`config.mk`:
```
export PLATFORM = sky130hd
export DESIGN_NAME = add_arbiter
export DESIGN_NICKNAME = d
export VERILOG_FILES = /design/src/rtl/add_arbiter.sv
export SDC_FILE = /design/constraint.sdc
export NUM_CORES = 1
export LEC_CHECK = 0
export CAP_MARGIN = 20
export CORE_MARGIN = 5
export CORE_UTILIZATION = 35
export DETAILED_ROUTE_END_ITERATION = 8
export PLACE_DENSITY = 0.66
export SYNTH_ARGS = -nofsm -noshare
export SYNTH_HDL_FRONTEND = slang
export SYNTH_SLANG_ARGS = --single-unit
```
`constraint.sdc`:
```
create_clock -name clk -period 2.4 [get_ports clk]
set_input_delay 0.6 -clock clk [delete_from_list [all_inputs] [get_ports clk]]
set_output_delay 0.6 -clock clk [all_outputs]
set_load 0.01 [all_outputs]
```
`src/rtl/add_arbiter.sv`:
```
`timescale 1ns/1ps
`default_nettype none
// add_arbiter: round-robin arbiter sharing one W-bit adder among N_REQ requesters.
// Rev 1.0 -- initial release.
module add_arbiter #(
  parameter int N_REQ = 4,
  parameter int W     = 4
) (
  input  logic                     clk,
  input  logic                     rst_n,
  input  logic [N_REQ-1:0]         req_valid,
  output logic [N_REQ-1:0]         req_ready,
  input  logic [N_REQ*W-1:0]       req_a,
  input  logic [N_REQ*W-1:0]       req_b,
  output logic                     rsp_valid,
  input  logic                     rsp_ready,
  output logic [W:0]               rsp_y,
  output logic [$clog2(N_REQ)-1:0] rsp_id,
  output logic                     busy,
  output logic [7:0]               txn_count
);

  localparam int IW = $clog2(N_REQ);

  typedef enum logic [1:0] {
    IDLE = 2'd0,
    CALC = 2'd1,
    RESP = 2'd2
  } state_t;

  state_t        state;
  logic [IW-1:0] ptr;
  logic [IW-1:0] win;
  logic [IW-1:0] cand;
  logic          found;
  logic [W-1:0]  sel_a;
  logic [W-1:0]  sel_b;
  logic [W-1:0]  op_a;
  logic [W-1:0]  op_b;

  // Search starts one past the last winner and wraps, so the last winner has lowest priority.
  always_comb begin
    found = 1'b0;
    win   = '0;
    cand  = '0;
    for (int k = 1; k <= N_REQ; k++) begin
      cand = IW'((int'(ptr) + k) % N_REQ);
      if (!found && req_valid[cand]) begin
        found = 1'b1;
        win   = cand;
      end
    end
  end

  always_comb begin
    req_ready = '0;
    sel_a     = '0;
    sel_b     = '0;
    for (int i = 0; i < N_REQ; i++) begin
      if (win == IW'(i)) begin
        sel_a = req_a[i*W +: W];
        sel_b = req_b[i*W +: W];
      end
      req_ready[i] = (state == IDLE) && found && (win == IW'(i));
    end
  end

  always_ff @(posedge clk or negedge rst_n) begin
    if (!rst_n) begin
      state     <= IDLE;
      ptr       <= IW'(N_REQ - 1);
      op_a      <= '0;
      op_b      <= '0;
      rsp_valid <= 1'b0;
      rsp_y     <= '0;
      rsp_id    <= '0;
      busy      <= 1'b0;
      txn_count <= '0;
    end else begin
      case (state)
        IDLE: begin
          if (found) begin
            op_a   <= sel_a;
            op_b   <= sel_b;
            rsp_id <= win;
            ptr    <= win;
            busy   <= 1'b1;
            state  <= CALC;
          end
        end
        CALC: begin
          rsp_y     <= {1'b0, op_a} + {1'b0, op_b};
          rsp_valid <= 1'b1;
          state     <= RESP;
        end
        RESP: begin
          if (rsp_ready) begin
            rsp_valid <= 1'b0;
            busy      <= 1'b0;
            if (txn_count != 8'hFF) begin
              txn_count <= txn_count + 8'd1;
            end
            state <= IDLE;
          end
        end
        default: begin
          rsp_valid <= 1'b0;
          busy      <= 1'b0;
          state     <= IDLE;
        end
      endcase
    end
  end

endmodule
`default_nettype wire

```
# Word level (Yosys, flattened, before mapping)
# Index checks and enable logic that the tools add are counted.
[op_classes] addsub=6 n_bitwise=2 n_reduce_logical=18 n_eq_ne=8 mux=31 n_lt_le_gt_ge=4
[op_table] operator="4-bit two-way mux" count=8
[op_table] operator="2-bit by 3-bit < comparator with 1-bit output (second input constant)" count=4
[op_table] operator="2-bit two-way mux" count=6
[op_table] operator="1-bit two-way mux" count=10
[op_table] operator="8-bit by 1-bit adder with 8-bit output (second input constant)" count=1
[op_table] operator="1-bit binary-select mux with 2-bit select" count=4
[op_table] operator="1-bit logical AND" count=8
[op_table] operator="8-bit != test (second input constant)" count=1
[op_table] operator="2-bit == test (second input constant)" count=3
[op_table] operator="1-bit one-hot mux with 3 select lines" count=2
[op_table] operator="2-bit one-hot mux with 3 select lines" count=1
[op_table] operator="2-bit AND reduction" count=3
[op_table] operator="3-bit AND reduction" count=2
[op_table] operator="4-bit by 4-bit adder with 5-bit output" count=1
[op_table] operator="2-bit by 1-bit adder with 2-bit output (second input constant)" count=2
[op_table] operator="2-bit adder (second input constant)" count=2
[op_table] operator="2-bit by 1-bit == test with 1-bit output (second input constant)" count=2
[op_table] operator="2-bit zero test" count=2
[op_table] operator="2-bit != test (second input constant)" count=2
[op_table] operator="1-bit zero test" count=3
[op_table] operator="1-bit NOT" count=2
[totals] ff_bits=29 input_bits=39 output_inout_bits=21 wordCells=78

# Logic depth before layout (Yosys ltp)
[depth] ltp_word=18 ltp_mapped=8

# Least setup slack after synthesis
# Ideal clock, no wire load.
[synth_path] path_type="register to output" start="register ptr[1]" end="output port req_ready[2]" slack_ps=161 stages_incl_launch_ff=9 arrival_time_ps=1639 cell_sequence="dfstp_2 > buf_6 > mux2i_1 > o21ai_1 > a311oi_2 > buf_6 > buf_12 > inv_1 > nor2_1"
[synth_via] elab_chain_cells=15 word_cells_on_any_way=29 classes_between="4 x add/sub; 1 x eq/ne; 16 x mux; 8 x reduce/logical"
[synth_rtl] item="start: declaration" line_no="32" source="logic [IW-1:0] ptr;"
[synth_rtl] item="start signal: assignment" line_no="71" source="ptr <= IW'(N_REQ - 1);"
[synth_rtl] item="start signal: assignment" line_no="86" source="ptr <= win;"
[synth_rtl] item="2-bit by 1-bit adder with 2-bit output" line_no="47" source="cand = IW'((int'(ptr) + k) % N_REQ);"
[synth_rtl] item="1-bit binary-select mux with 2-bit select" line_no="48" source="if (!found && req_valid[cand]) begin"
[synth_rtl] item="1-bit two-way mux (not written as such)" line_no="48"
[synth_rtl] item="1-bit two-way mux" line_no="48"
[synth_rtl] item="1-bit zero test" line_no="48"
[synth_rtl] item="1-bit logical AND" line_no="48"
[synth_rtl] item="1-bit two-way mux" line_no="48"
[synth_rtl] item="1-bit zero test" line_no="48"
[synth_rtl] item="1-bit logical AND" line_no="48"
[synth_rtl] item="1-bit two-way mux" line_no="48"
[synth_rtl] item="1-bit zero test" line_no="48"
[synth_rtl] item="1-bit logical AND" line_no="48"
[synth_rtl] item="2-bit two-way mux or 1-bit two-way mux (tied branches)" line_no="48"
[synth_rtl] item="2-bit == test or 1-bit logical AND (tied branches)" line_no="64" source="req_ready[i] = (state == IDLE) && found && (win == IW'(i));"
[synth_rtl] item="1-bit logical AND *" line_no="64"
[synth_rtl] item="end: declaration" line_no="12" source="output logic [N_REQ-1:0] req_ready,"
# Every way passes the cells marked *; elsewhere a longest branch is shown, timed or not. The select of a mux whose other input is x is not followed.

# Worst setup path in the final report
[layout_path] start="register ptr[1]" end="output port req_ready[0]"
[layout_via] elab_chain_cells=15 word_cells_on_any_way=29 classes_between="4 x add/sub; 16 x mux; 9 x reduce/logical"
[layout_rtl] item="2-bit by 1-bit adder with 2-bit output" line_no="47"
[layout_rtl] item="1-bit binary-select mux with 2-bit select" line_no="48"
[layout_rtl] item="1-bit two-way mux (not written as such)" line_no="48"
[layout_rtl] item="1-bit two-way mux" line_no="48"
[layout_rtl] item="1-bit zero test" line_no="48"
[layout_rtl] item="1-bit logical AND" line_no="48"
[layout_rtl] item="1-bit two-way mux" line_no="48"
[layout_rtl] item="1-bit zero test" line_no="48"
[layout_rtl] item="1-bit logical AND" line_no="48"
[layout_rtl] item="1-bit two-way mux" line_no="48"
[layout_rtl] item="1-bit zero test" line_no="48"
[layout_rtl] item="1-bit logical AND" line_no="48"
[layout_rtl] item="2-bit two-way mux or 1-bit two-way mux (tied branches)" line_no="48"
[layout_rtl] item="2-bit zero test or 1-bit logical AND (tied branches)" line_no="64"
[layout_rtl] item="1-bit logical AND *" line_no="64"
# Marked as above.

==> out/metrics.cfg <==
[final_layout]
drive_above_1_share_pct=18.1
nets=272
area_growth_pct=50.1
diodes=0
final_cells=279

[logic_synthesis]
yosysTopAreaCell=dfrtp_1
synth_nets=199
dominantRegCellSynth=dfrtp_1
yosysSeqAreaShare_pct=45.3
synth_area_leaders=dfrtp_1 42%, mux2i_1 11%, nand2_1 5.6%
synth.distinct_cells=35
synth_top_area_share_pct=42.0
syn_inst=154
synth_edf_count=0
synthArstFlopShare_pct=100
syn-cell-area_sq_mm=0.00161
avgSynthCellArea_sq_um=10.4
yosysWarnings=0
ys_seq_elements=29

[sta]
whs_ps=476
fin_crit_sh_pct=98.4
fin_ws_ps=39.0
fin_crit_ps=2360
hold_viol_final=0
fmax_mhz=424
rsz0062_at_grt=true
worst_pin_slew_ps=456
tns_ps=0
slew_violations=0
max_slew_margin_pct=69.6
clock_skew_ps=5.76
setup_viol=0

[place]
dp_worst_setup_slack_ps=-682
port_buffers=59
dpl.hpwl_microns=3080
gp_congestion=0.862
place_inst=272

[critical_path]
crit_path_cell_trace=mux2i_1 -> o21ai_2 -> a311oi_4 -> inv_1 -> nor2_1 -> buf_2
critPathArrivalTime_ps=1760
endpoint_kind=primary output
crit_family=flip-flops
worst-setup-path-type=flip-flop to primary output
crit_slowest_cell=dfstp_2
path_buf_inv=2
critPathMaxFanout=5
max_stage_delay_ps=580
cp-start-kind=flip-flop
critPathRequiredTime_ps=1800

[detailed_routing]
avgViaCountPerCell=4.84
drc=0
wl_per_cell_microns=14.0
detail_route.first_pass.iterations=4
drt-total-wl_microns=3900
via_count=1349
postRouteAntennaNets=0
dr.first_iter.drc_count=56

[cts]
clockBufferDepth=2
clockRootBuffer=clkbuf_8
htree_levels=2
cts_made_buffers=5
cts_tree=built
post-cts-setup-buffers=0
cts.sinks=29
insertion_delay_ps=280
cts.clk_slew.worst_paths_ps=60

[floorplan]
core_sq_mm=0.00441
die_w_microns=77.8
dieArea_sq_mm=0.00605
initial_core_util_pct=36.4
io_pins=60
die_h_microns=77.8
rows=24

[global_routing]
antenna_found_initial=0
track_usage_pct=13.4
grt_start_max_net_pins=30
grt_pass1_vias=1336
overflow=0
grt_pass1_wl_microns=6420

[flow_run]
max_cap_viol_count=0

[power_and_ir_drop]
vdd_drop_max_v=0.000504
powerDensity_mw_per_mm2=1110
power_mw=2.69
cellLeakagePower_nw=1.12

[hold_path]
hold_class=flip-flop to flip-flop

[outcome]
outcome=finished clean

-- report_power, final --
part / switching [mW] / internal [mW]
combinational: 0.673 / 0.742
sequential: 0.153 / 0.717
clock: 0.177 / 0.227
-- routing by layer --
metal / vias to the layer above / share of wire, % / global-route usage, %
met5: - / 0 / 0
met4: 0 / 1.9 / 5.67
met3: 5 / 4.7 / 3.82
met2: 31 / 47 / 21.1
met1: 621 / 46 / 17.0
li1: 692 / - / -
-- area by class of cell --
type / instances / area, sq um
multi-input combinational: 109 / 832
clock buffer: 7 / 86.3
tap: 52 / 65.1
fill: 406 / 2000
timing repair buffer: 72 / 664
sequential: 29 / 728
inverter: 10 / 37.5
-- cell families after synthesis --
family	count (synthesis)	synth area share, %
AOI/OAI and AO/OA	28	13.7
xor gates and xnor gates	9	4.90
adders and majority gates	6	5.14
buffers and inverters	16	5.76
DFF	29	45.3
muxes	19	12.0
and+or+nand+nor	47	13.2
-- sequential cells by signal (all words and copies together) (netlist names) --
register,count
rsp_valid,1
ptr,2
busy,1
op_b,4
state,2
rsp_id,2
rsp_y,5
op_a,4
txn_count,8
-- cell usage after synthesis, drive strengths merged (3+ instances only) --
master,count
xor2,3
and3,3
buf,4
o22ai,3
dfrtp,27
o21ai,6
o221ai,8
nand2,24
nand4,3
inv,10
ha,5
a21oi,4
nor2,9
mux2i,17
xnor2,6
-- placed cells by master, fill, tap and decap left out, drive strengths merged, types with 3 or more instances in the layout --
cell type and instances:
ha 5, buf 17, xnor2 6, o221ai 8, xor2 3, mux2i 17
nand4 3, clkbuf 8, nand2 24, inv 10, nor2 9, clkdlybuf4s50 51
a21oi 4, o22ai 3, o21ai 6, dfrtp 27, and3 3
-- stage by stage --
| step | instance area (sq um) | util, % |
|---|---|---|
| CTS | 2400 | 54.5 |
| floorplan | 1610 | - |
| global route | 2410 | 54.7 |
| detailed placement | 2320 | 52.5 |
| finish | 2410 | 54.7 |
| global placement | 2320 | 52.5 |
-- worst min-delay path: cells and delay by family (launching register included) --
kind	cells	cell delay (ps)
compound gates	1	60
simple gates	1	50
flops	1	340
-- worst paths after layout --
kind                           from      endpoint  slack [ps]  cells past startpoint
min in group asynchronous     rst_n  txn_count[0]         710                      2
setup / recovery             ptr[1]  req_ready[0]          40                      6
hold / removal             rsp_y[2]      rsp_y[2]         480                      2
hold reg to reg            rsp_y[2]      rsp_y[2]         480                      2
setup reg to reg             ptr[1]       op_b[3]         370                      6
max in group asynchronous     rst_n        ptr[1]        1380                      2
-- timing repair --
| action | CTS | global route |
|---|---|---|
| gates cloned | 0 | 0 |
| setup endpoints to repair | 4 | 4 |
| pin swaps | 2 | 0 |
| hold buffers | 0 | 0 |
| gates resized for setup | 30 | 4 |
No activity file was read; power rests on OpenSTA's default activity.
